**config.mk**
```make
export PLATFORM = sky130hd
export DESIGN_NAME = audio_adc_deserializer_flat
export DESIGN_NICKNAME = d
export VERILOG_FILES = /design/src/rtl/audio_adc_if.sv /design/src/rtl/audio_adc_deserializer.sv /design/src/flat_wrapper.sv
export SDC_FILE = /design/constraint.sdc
export NUM_CORES = 1
export LEC_CHECK = 0
export ABC_AREA = 1
export BUFFER_PORTS_ARGS = -buffer_cell sky130_fd_sc_hd__buf_2
export CELL_PAD_IN_SITES_DETAIL_PLACEMENT = 1
export CELL_PAD_IN_SITES_GLOBAL_PLACEMENT = 2
export CORE_MARGIN = 5
export CORE_UTILIZATION = 36
export CTS_CLUSTER_SIZE = 14
export DETAILED_ROUTE_END_ITERATION = 8
export PLACE_DENSITY = 0.91
export SYNTH_ARGS = -nofsm -noshare
export SYNTH_HDL_FRONTEND = slang
export SYNTH_SLANG_ARGS = --single-unit
```
**constraint.sdc**
```tcl
create_clock -name clk_clk -period 2.5 [get_ports clk_clk]
set_input_delay 0.375 -clock clk_clk [delete_from_list [all_inputs] [get_ports clk_clk]]
set_output_delay 0.375 -clock clk_clk [all_outputs]
set_load 0.005 [all_outputs]
```
**src/rtl/audio_adc_if.sv**
```systemverilog
// Codec ADC pins and parallel audio word bundle for audio_adc_deserializer.
// peak_level exists only when AUD_PEAK_DETECT_EN is defined.
`timescale 1ns/1ps
interface audio_adc_if #(
   parameter int SAMPLE_WIDTH = 16
);
   logic                      aud_bclk;
   logic                      aud_adclrck;
   logic                      aud_adcdat;
   logic [2*SAMPLE_WIDTH-1:0] aud_dat_export;
   logic                      adc_lr_clk_export;
   logic                      sample_valid;
   logic                      frame_error;
`ifdef AUD_PEAK_DETECT_EN
   logic [SAMPLE_WIDTH-1:0]   peak_level;
`endif

   modport master (
      input  aud_bclk,
      input  aud_adclrck,
      input  aud_adcdat,
      output aud_dat_export,
      output adc_lr_clk_export,
      output sample_valid,
      output frame_error
`ifdef AUD_PEAK_DETECT_EN
      , output peak_level
`endif
   );

   modport slave (
      output aud_bclk,
      output aud_adclrck,
      output aud_adcdat,
      input  aud_dat_export,
      input  adc_lr_clk_export,
      input  sample_valid,
      input  frame_error
`ifdef AUD_PEAK_DETECT_EN
      , input peak_level
`endif
   );
endinterface

```
**src/rtl/audio_adc_deserializer.sv**
```systemverilog
// I2S ADC capture into {left,right} parallel words in the clk_clk domain.
// Optional peak meter output enabled by defining AUD_PEAK_DETECT_EN.
`timescale 1ns/1ps
module audio_adc_deserializer #(
   parameter int SAMPLE_WIDTH = 16,
   parameter int SYNC_STAGES  = 2
) (
   input  logic       clk_clk,
   input  logic       reset_reset,
   audio_adc_if.master aud
);
   localparam int W  = SAMPLE_WIDTH;
   localparam int CW = $clog2(W + 1);
   localparam logic [CW-1:0] CNT_FULL = CW'(W);
   localparam logic [CW-1:0] CNT_LAST = CW'(W - 1);

   typedef enum logic [2:0] {
      SYNC, L_DLY, L_SHIFT, R_DLY, R_SHIFT
   } state_e;

   state_e state_q, state_d;
   logic [SYNC_STAGES-1:0] bclk_sync_q, bclk_sync_d;
   logic [SYNC_STAGES-1:0] lrck_sync_q, lrck_sync_d;
   logic [SYNC_STAGES-1:0] dat_sync_q, dat_sync_d;
   logic          bclk_prev_q, bclk_prev_d;
   logic          lrck_q, lrck_d;
   logic          lrx_q, lrx_d;
   logic [CW-1:0] cnt_q, cnt_d;
   logic [W-1:0]  left_q, left_d;
   logic [W-1:0]  right_q, right_d;
   logic [2*W-1:0] dat_q, dat_d;
   logic          valid_q, valid_d;
   logic          err_q, err_d;
   logic          bclk_s, lrck_s, dat_s;
   logic          bclk_rise, lrck_chg;
`ifdef AUD_PEAK_DETECT_EN
   logic [W-1:0]  peak_q, peak_d;
   logic [W-1:0]  abs_l, abs_r;

   // Most negative code saturates so the result fits W-1 magnitude bits
   function automatic logic [W-1:0] abs_sat(input logic [W-1:0] x);
      if (x == {1'b1, {(W-1){1'b0}}}) return {1'b0, {(W-1){1'b1}}};
      else if (x[W-1])                return ~x + W'(1);
      else                            return x;
   endfunction
`endif

   assign bclk_s    = bclk_sync_q[SYNC_STAGES-1];
   assign lrck_s    = lrck_sync_q[SYNC_STAGES-1];
   assign dat_s     = dat_sync_q[SYNC_STAGES-1];
   assign bclk_rise = bclk_s & ~bclk_prev_q;
   assign lrck_chg  = bclk_rise & (lrck_s ^ lrck_q);

   always_comb begin
      bclk_sync_d = {bclk_sync_q[SYNC_STAGES-2:0], aud.aud_bclk};
      lrck_sync_d = {lrck_sync_q[SYNC_STAGES-2:0], aud.aud_adclrck};
      dat_sync_d  = {dat_sync_q[SYNC_STAGES-2:0], aud.aud_adcdat};
      bclk_prev_d = bclk_s;
      lrx_d       = lrck_s;
      state_d     = state_q;
      lrck_d      = lrck_q;
      cnt_d       = cnt_q;
      left_d      = left_q;
      right_d     = right_q;
      dat_d       = dat_q;
      valid_d     = 1'b0;
      err_d       = err_q;
      if (bclk_rise) begin
         lrck_d = lrck_s;
         // A slot boundary takes priority over any data bit on the same rise
         unique case (state_q)
            SYNC: begin
               if (lrck_chg && !lrck_s) state_d = L_DLY;
            end
            L_DLY, R_DLY: begin
               if (lrck_chg) begin
                  err_d   = 1'b1;
                  state_d = SYNC;
               end else begin
                  cnt_d   = '0;
                  state_d = (state_q == L_DLY) ? L_SHIFT : R_SHIFT;
               end
            end
            L_SHIFT: begin
               if (lrck_chg) begin
                  if (cnt_q == CNT_FULL) state_d = R_DLY;
                  else begin
                     err_d   = 1'b1;
                     state_d = SYNC;
                  end
               end else if (cnt_q < CNT_FULL) begin
                  left_d = {left_q[W-2:0], dat_s};
                  cnt_d  = cnt_q + CW'(1);
               end
            end
            R_SHIFT: begin
               if (lrck_chg) begin
                  if (cnt_q == CNT_FULL) state_d = L_DLY;
                  else begin
                     err_d   = 1'b1;
                     state_d = SYNC;
                  end
               end else if (cnt_q < CNT_FULL) begin
                  right_d = {right_q[W-2:0], dat_s};
                  cnt_d   = cnt_q + CW'(1);
                  if (cnt_q == CNT_LAST) begin
                     dat_d   = {left_q, right_d};
                     valid_d = 1'b1;
                  end
               end
            end
            default: state_d = SYNC;
         endcase
      end
   end

`ifdef AUD_PEAK_DETECT_EN
   always_comb begin
      abs_l  = abs_sat(dat_d[2*W-1:W]);
      abs_r  = abs_sat(dat_d[W-1:0]);
      peak_d = peak_q;
      if (valid_d) peak_d = (abs_l > abs_r) ? abs_l : abs_r;
   end

   always_ff @(posedge clk_clk) begin
      if (reset_reset) peak_q <= '0;
      else             peak_q <= peak_d;
   end

   assign aud.peak_level = peak_q;
`endif

   always_ff @(posedge clk_clk) begin
      if (reset_reset) begin
         bclk_sync_q <= '0;
         lrck_sync_q <= '0;
         dat_sync_q  <= '0;
         bclk_prev_q <= 1'b0;
         lrx_q       <= 1'b0;
         state_q     <= SYNC;
         lrck_q      <= 1'b0;
         cnt_q       <= '0;
         left_q      <= '0;
         right_q     <= '0;
         dat_q       <= '0;
         valid_q     <= 1'b0;
         err_q       <= 1'b0;
      end else begin
         bclk_sync_q <= bclk_sync_d;
         lrck_sync_q <= lrck_sync_d;
         dat_sync_q  <= dat_sync_d;
         bclk_prev_q <= bclk_prev_d;
         lrx_q       <= lrx_d;
         state_q     <= state_d;
         lrck_q      <= lrck_d;
         cnt_q       <= cnt_d;
         left_q      <= left_d;
         right_q     <= right_d;
         dat_q       <= dat_d;
         valid_q     <= valid_d;
         err_q       <= err_d;
      end
   end

   assign aud.aud_dat_export    = dat_q;
   assign aud.adc_lr_clk_export = lrx_q;
   assign aud.sample_valid      = valid_q;
   assign aud.frame_error       = err_q;
endmodule

```
**src/flat_wrapper.sv**
```systemverilog
// flat-port wrapper written by rule: the top's interface ports become plain ports
module audio_adc_deserializer_flat 
#(
   parameter int SAMPLE_WIDTH = 16,
   parameter int SYNC_STAGES  = 2
)
  (clk_clk, reset_reset, aud_aud_bclk, aud_aud_adclrck, aud_aud_adcdat, aud_aud_dat_export, aud_adc_lr_clk_export, aud_sample_valid, aud_frame_error);
  audio_adc_if #(.SAMPLE_WIDTH(SAMPLE_WIDTH)) aud_i ();
  input  logic clk_clk;
  input  logic reset_reset;
  input wire logic [$bits(aud_i.aud_bclk)-1:0] aud_aud_bclk;
  input wire logic [$bits(aud_i.aud_adclrck)-1:0] aud_aud_adclrck;
  input wire logic [$bits(aud_i.aud_adcdat)-1:0] aud_aud_adcdat;
  output wire logic [$bits(aud_i.aud_dat_export)-1:0] aud_aud_dat_export;
  output wire logic [$bits(aud_i.adc_lr_clk_export)-1:0] aud_adc_lr_clk_export;
  output wire logic [$bits(aud_i.sample_valid)-1:0] aud_sample_valid;
  output wire logic [$bits(aud_i.frame_error)-1:0] aud_frame_error;
  assign aud_i.aud_bclk = aud_aud_bclk;
  assign aud_i.aud_adclrck = aud_aud_adclrck;
  assign aud_i.aud_adcdat = aud_aud_adcdat;
  assign aud_aud_dat_export = aud_i.aud_dat_export;
  assign aud_adc_lr_clk_export = aud_i.adc_lr_clk_export;
  assign aud_sample_valid = aud_i.sample_valid;
  assign aud_frame_error = aud_i.frame_error;
  audio_adc_deserializer #(.SAMPLE_WIDTH(SAMPLE_WIDTH), .SYNC_STAGES(SYNC_STAGES)) u_core (.clk_clk(clk_clk), .reset_reset(reset_reset), .aud(aud_i));
endmodule
```
==> summary.txt <==
Worst setup path
  • CP most frequent cell: ha_1
  • Largest stage delay on the critical path: 0.37 ns
  • Worst r2r dst: u_core.aud.aud_dat_export[2]
  • Crit-path leading delay family: simple AND/OR/NAND/NOR gates
  • Worst path required time: 2.77 ns
  • CP endpoint kind: flip-flop
  • Worst-path maximum fanout: 34
  • Flop2flop setup slack: 0.40 ns
  • Crit start category: flip-flop
  • FF-to-FF path depth: 8
  • Crit path buffers/inverters: 1
  • Critical path depth in cells: 8
  • CP arrival: 2.37 ns
  • Slowest cell on crit path: dfxtp_1
  • RR Startpoint: u_core.cnt_q[0]
  • Setup CP Type: reg -> reg
  • Critical path, cell by cell: ha_1 > nand2_1 > nor2_1 > ha_1 > nand3_4 > inv_4 > nand2_2 > o21ai_0

Status
  • Status: finished, final reports clean

Die
  • Die Ht: 103.6 um
  • Initial Util: 36.51%
  • Die W: 103.6 um
  • Number of placed I/O pins: 40
  • Die area: 10,730 um2
  • Core Footprint: 8636 um2
  • FP Rows: 34

STA
  • Setup WS post-layout: 0.3992 ns
  • Worst relative slew slack: 70.83%
  • Layout Skew: 0.009092 ns
  • Final Max Tran Viols: 0
  • Endpoints failing setup: 0
  • Tmin final: 2.101 ns
  • F_max: 476.0 MHz
  • Hold WS: 0.2342 ns
  • Period utilization: 84.03%
  • Final hold vios: 0
  • Setup TNS: 0 ns
  • Unrepaired setup endpoints after global routing: false
  • Worst-margin pin slew: 0.4371 ns

CTS
  • Clk sink count: 82
  • Max H-tree Level: 3
  • CTS tree: yes
  • Post-cts gate resize count: 0
  • Setup bufs post-CTS: 0
  • Clock root buffer: clkbuf_8
  • Cts hold-fix bufs: 0
  • Worst skew pair latency: 0.35 ns
  • Cts bufs inserted: 9
  • Reg clk slew, reported paths: 0.08 ns
  • Max clock buf depth: 2

Synth
  • Leading area contributor after synthesis: dfxtp_1
  • Synth area leaders: dfxtp_1, a21oi_1, nand2_1, nor2_1, o21ai_0
  • FF+latch count, synth: 82
  • Compound-gate portion of the synthesized area: 14.68%
  • FFs w/ async S/R, synth: 0%
  • Multiplexer area fraction after synthesis: 0%
  • Synth Area in Adders: 1.190%
  • Netlist cell types: 29
  • Mapped cell area: 3153 um2
  • EDFF count, synth: 0
  • Top post-synthesis cells by count: dfxtp_1, nand2_1, nor2_1, a21oi_1, o21ai_0
  • Synth Flop Type: dfxtp_1
  • Largest family of logic cells by synthesized area: simple AND/OR/NAND/NOR gates
  • Register area share after synthesis: 52.06%
  • Syn avg cell area: 8.043 um2
  • Top cell type's share of synthesized area: 52.06%
  • XOR/XNOR Fraction of Synth Area: 0.2778%
  • Synthesized net count: 400
  • Simple-gate share of the synthesized area: 22.98%
  • Syn Inst Count: 392
  • Most frequent cell after synthesis: dfxtp_1
  • Ys Warns: 0

GRT
  • Largest net degree at the start of global routing: 39
  • First-pass GRT wire length: 12,090 um
  • Total GRT Usage: 13.34%
  • GR Overflow Total: 0
  • Initial antenna violation count: 0
  • Vias in the first global route: 2,595

Placement
  • Buffers on Ports: 39
  • Placed insts: 521
  • Post-Place Worst Slack: 0.3770 ns
  • Final Wtd Congestion: 0.7363
  • Post-DP HPWL: 4737 um
  • DP Area: 3378 um2

Routing
  • WL final: 7022 um
  • Drt initial violations: 70
  • Number of remaining DRC errors: 0
  • Drt via density: 4.828
  • DR WL/cell: 13.10 um
  • Vias post-DR: 2,588
  • First drt pass iteration count: 4
  • Antenna Nets Post-Route: 0

Layout
  • Post-route cell area: 3605 um2
  • Sequential Area: 1642 um2
  • Filler cell count: 1,071
  • Layout cell share with drive strength beyond 1: 18.93%
  • Final non-filler cell total: 536
  • Area of the multi-input gates: 1234 um2
  • Final nets: 432
  • Area grow syn2layout: 14.33%
  • Diodes inserted: 0

Pwr
  • Lkg Pwr: 1.457 nW
  • Power per cell area: 681.8 nW/um2
  • VDD IR max: 0.2722 mV

Worst hold path
  • Hold Path Origin: aud_aud_adcdat
  • Worst hold endpoint: u_core.dat_sync_q[0]
  • Hold depth: 3
  • HP Class: in -> reg

Flow run
  • Max cap viols: 0
[worst max-delay path by stage]
stage / startpoint / endpoint / slack, ns
finish: u_core.cnt_q[0] / u_core.aud.aud_dat_export[2] / 0.40
global route: u_core.cnt_q[0] / u_core.aud.aud_dat_export[2] / 0.14
CTS: u_core.cnt_q[0] / u_core.aud.aud_dat_export[2] / 0.35
detailed placement: u_core.cnt_q[0] / u_core.aud.aud_dat_export[2] / 0.38
global placement: u_core.cnt_q[0] / u_core.aud.aud_dat_export[4] / 0.50
floorplan: u_core.cnt_q[0] / u_core.aud.aud_dat_export[11] / 1.10
[cell usage in the layout, fill, tap and decap left out]
cell        netlist  layout
xor2_1            1       1
buf_2             5      39
clkbuf_8          0      11
dfxtp_1          82      82
inv_1            33      33
o21ai_1           5       5
nor2_2            2       2
nand3_1          35      35
o21ai_2           5       5
o21ai_0          36      36
clkinv_2          1       1
nor2_8            1       1
a21oi_2           1       1
nand2_4           1       1
nand3_2           2       2
ha_1              3       3
nor3_1            2       2
nand2_2           4       4
nand2_1          53      53
nand3_4           1       1
bufinv_16         0       2
nor2_1           51      51
nor2_4            1       1
inv_2             4       4
inv_4             1       1
nand4_1           5       5
clkinvlp_4        0       2
a21oi_1          41      41
buf_4             3       3
[through the flow]
| step | utilization, % | power, mW |
|---|---|---|
| floorplan | - | 1.393 |
| global placement | 39.12 | 1.408 |
| detailed placement | 39.12 | 1.409 |
| CTS | 41.74 | 2.487 |
| global route | 41.74 | 2.552 |
| finish | 41.74 | 2.458 |
[flip-flops by register name, indices dropped and copies added, names as in the netlist]
| register | count |
|---|---|
| u_core.aud.aud_dat_export | 32 |
| u_core.aud.adc_lr_clk_export | 1 |
| u_core.cnt_q | 5 |
| u_core.bclk_prev_q | 1 |
| u_core.dat_sync_q | 2 |
| u_core.state_q | 3 |
| u_core.aud.sample_valid | 1 |
| u_core.bclk_sync_q | 2 |
| u_core.lrck_q | 1 |
| u_core.lrck_sync_q | 2 |
| u_core.right_q | 15 |
| u_core.left_q | 16 |
| u_core.aud.frame_error | 1 |
[cells by family (layout without fill, tap and decap cells)]
| family | count (synthesis) | count (layout) |
|---|---|---|
| flip-flops | 82 | 82 |
| XOR/XNOR | 1 | 1 |
| adder cells (fa/ha/maj) | 3 | 3 |
| buffers and inverters | 60 | 96 |
| AND/OR/NAND/NOR | 158 | 158 |
| AO/OA/AOI/OAI | 88 | 88 |
[worst reg2reg max path, delay by kind of cell, from the launching register on]
family | cells | cell delay (ns)
flip-flops | 1 | 0.37
AND/OR/NAND/NOR | 4 | 0.75
AO/OA/AOI/OAI | 1 | 0.22
buffers and inverters | 1 | 0.31
adder cells (fa/ha/maj) | 2 | 0.38
[final cells by class]
cell class              count  share of cell area (%)
flip-flops and latches     82                   45.54
inverters                  39                   4.165
clock inverters             4                   2.083
clock buffers              11                   4.200
well taps                 108                   3.749
multi-input cells         250                   34.22
repair buffers             42                   6.040
[routing by layer]
metal / wire length, um / track usage (%)
met3: 257 / 3.109
met1: 3255 / 15.82
met4: 115 / 5.904
met5: 0 / 0
met2: 3394 / 22.81
[power breakdown]
part	internal, mW	switching [mW]
clock network	0.612	0.469
logic	0.0171	0.0454
registers	1.31	0.00372
No activity file was read; power rests on OpenSTA's default activity.
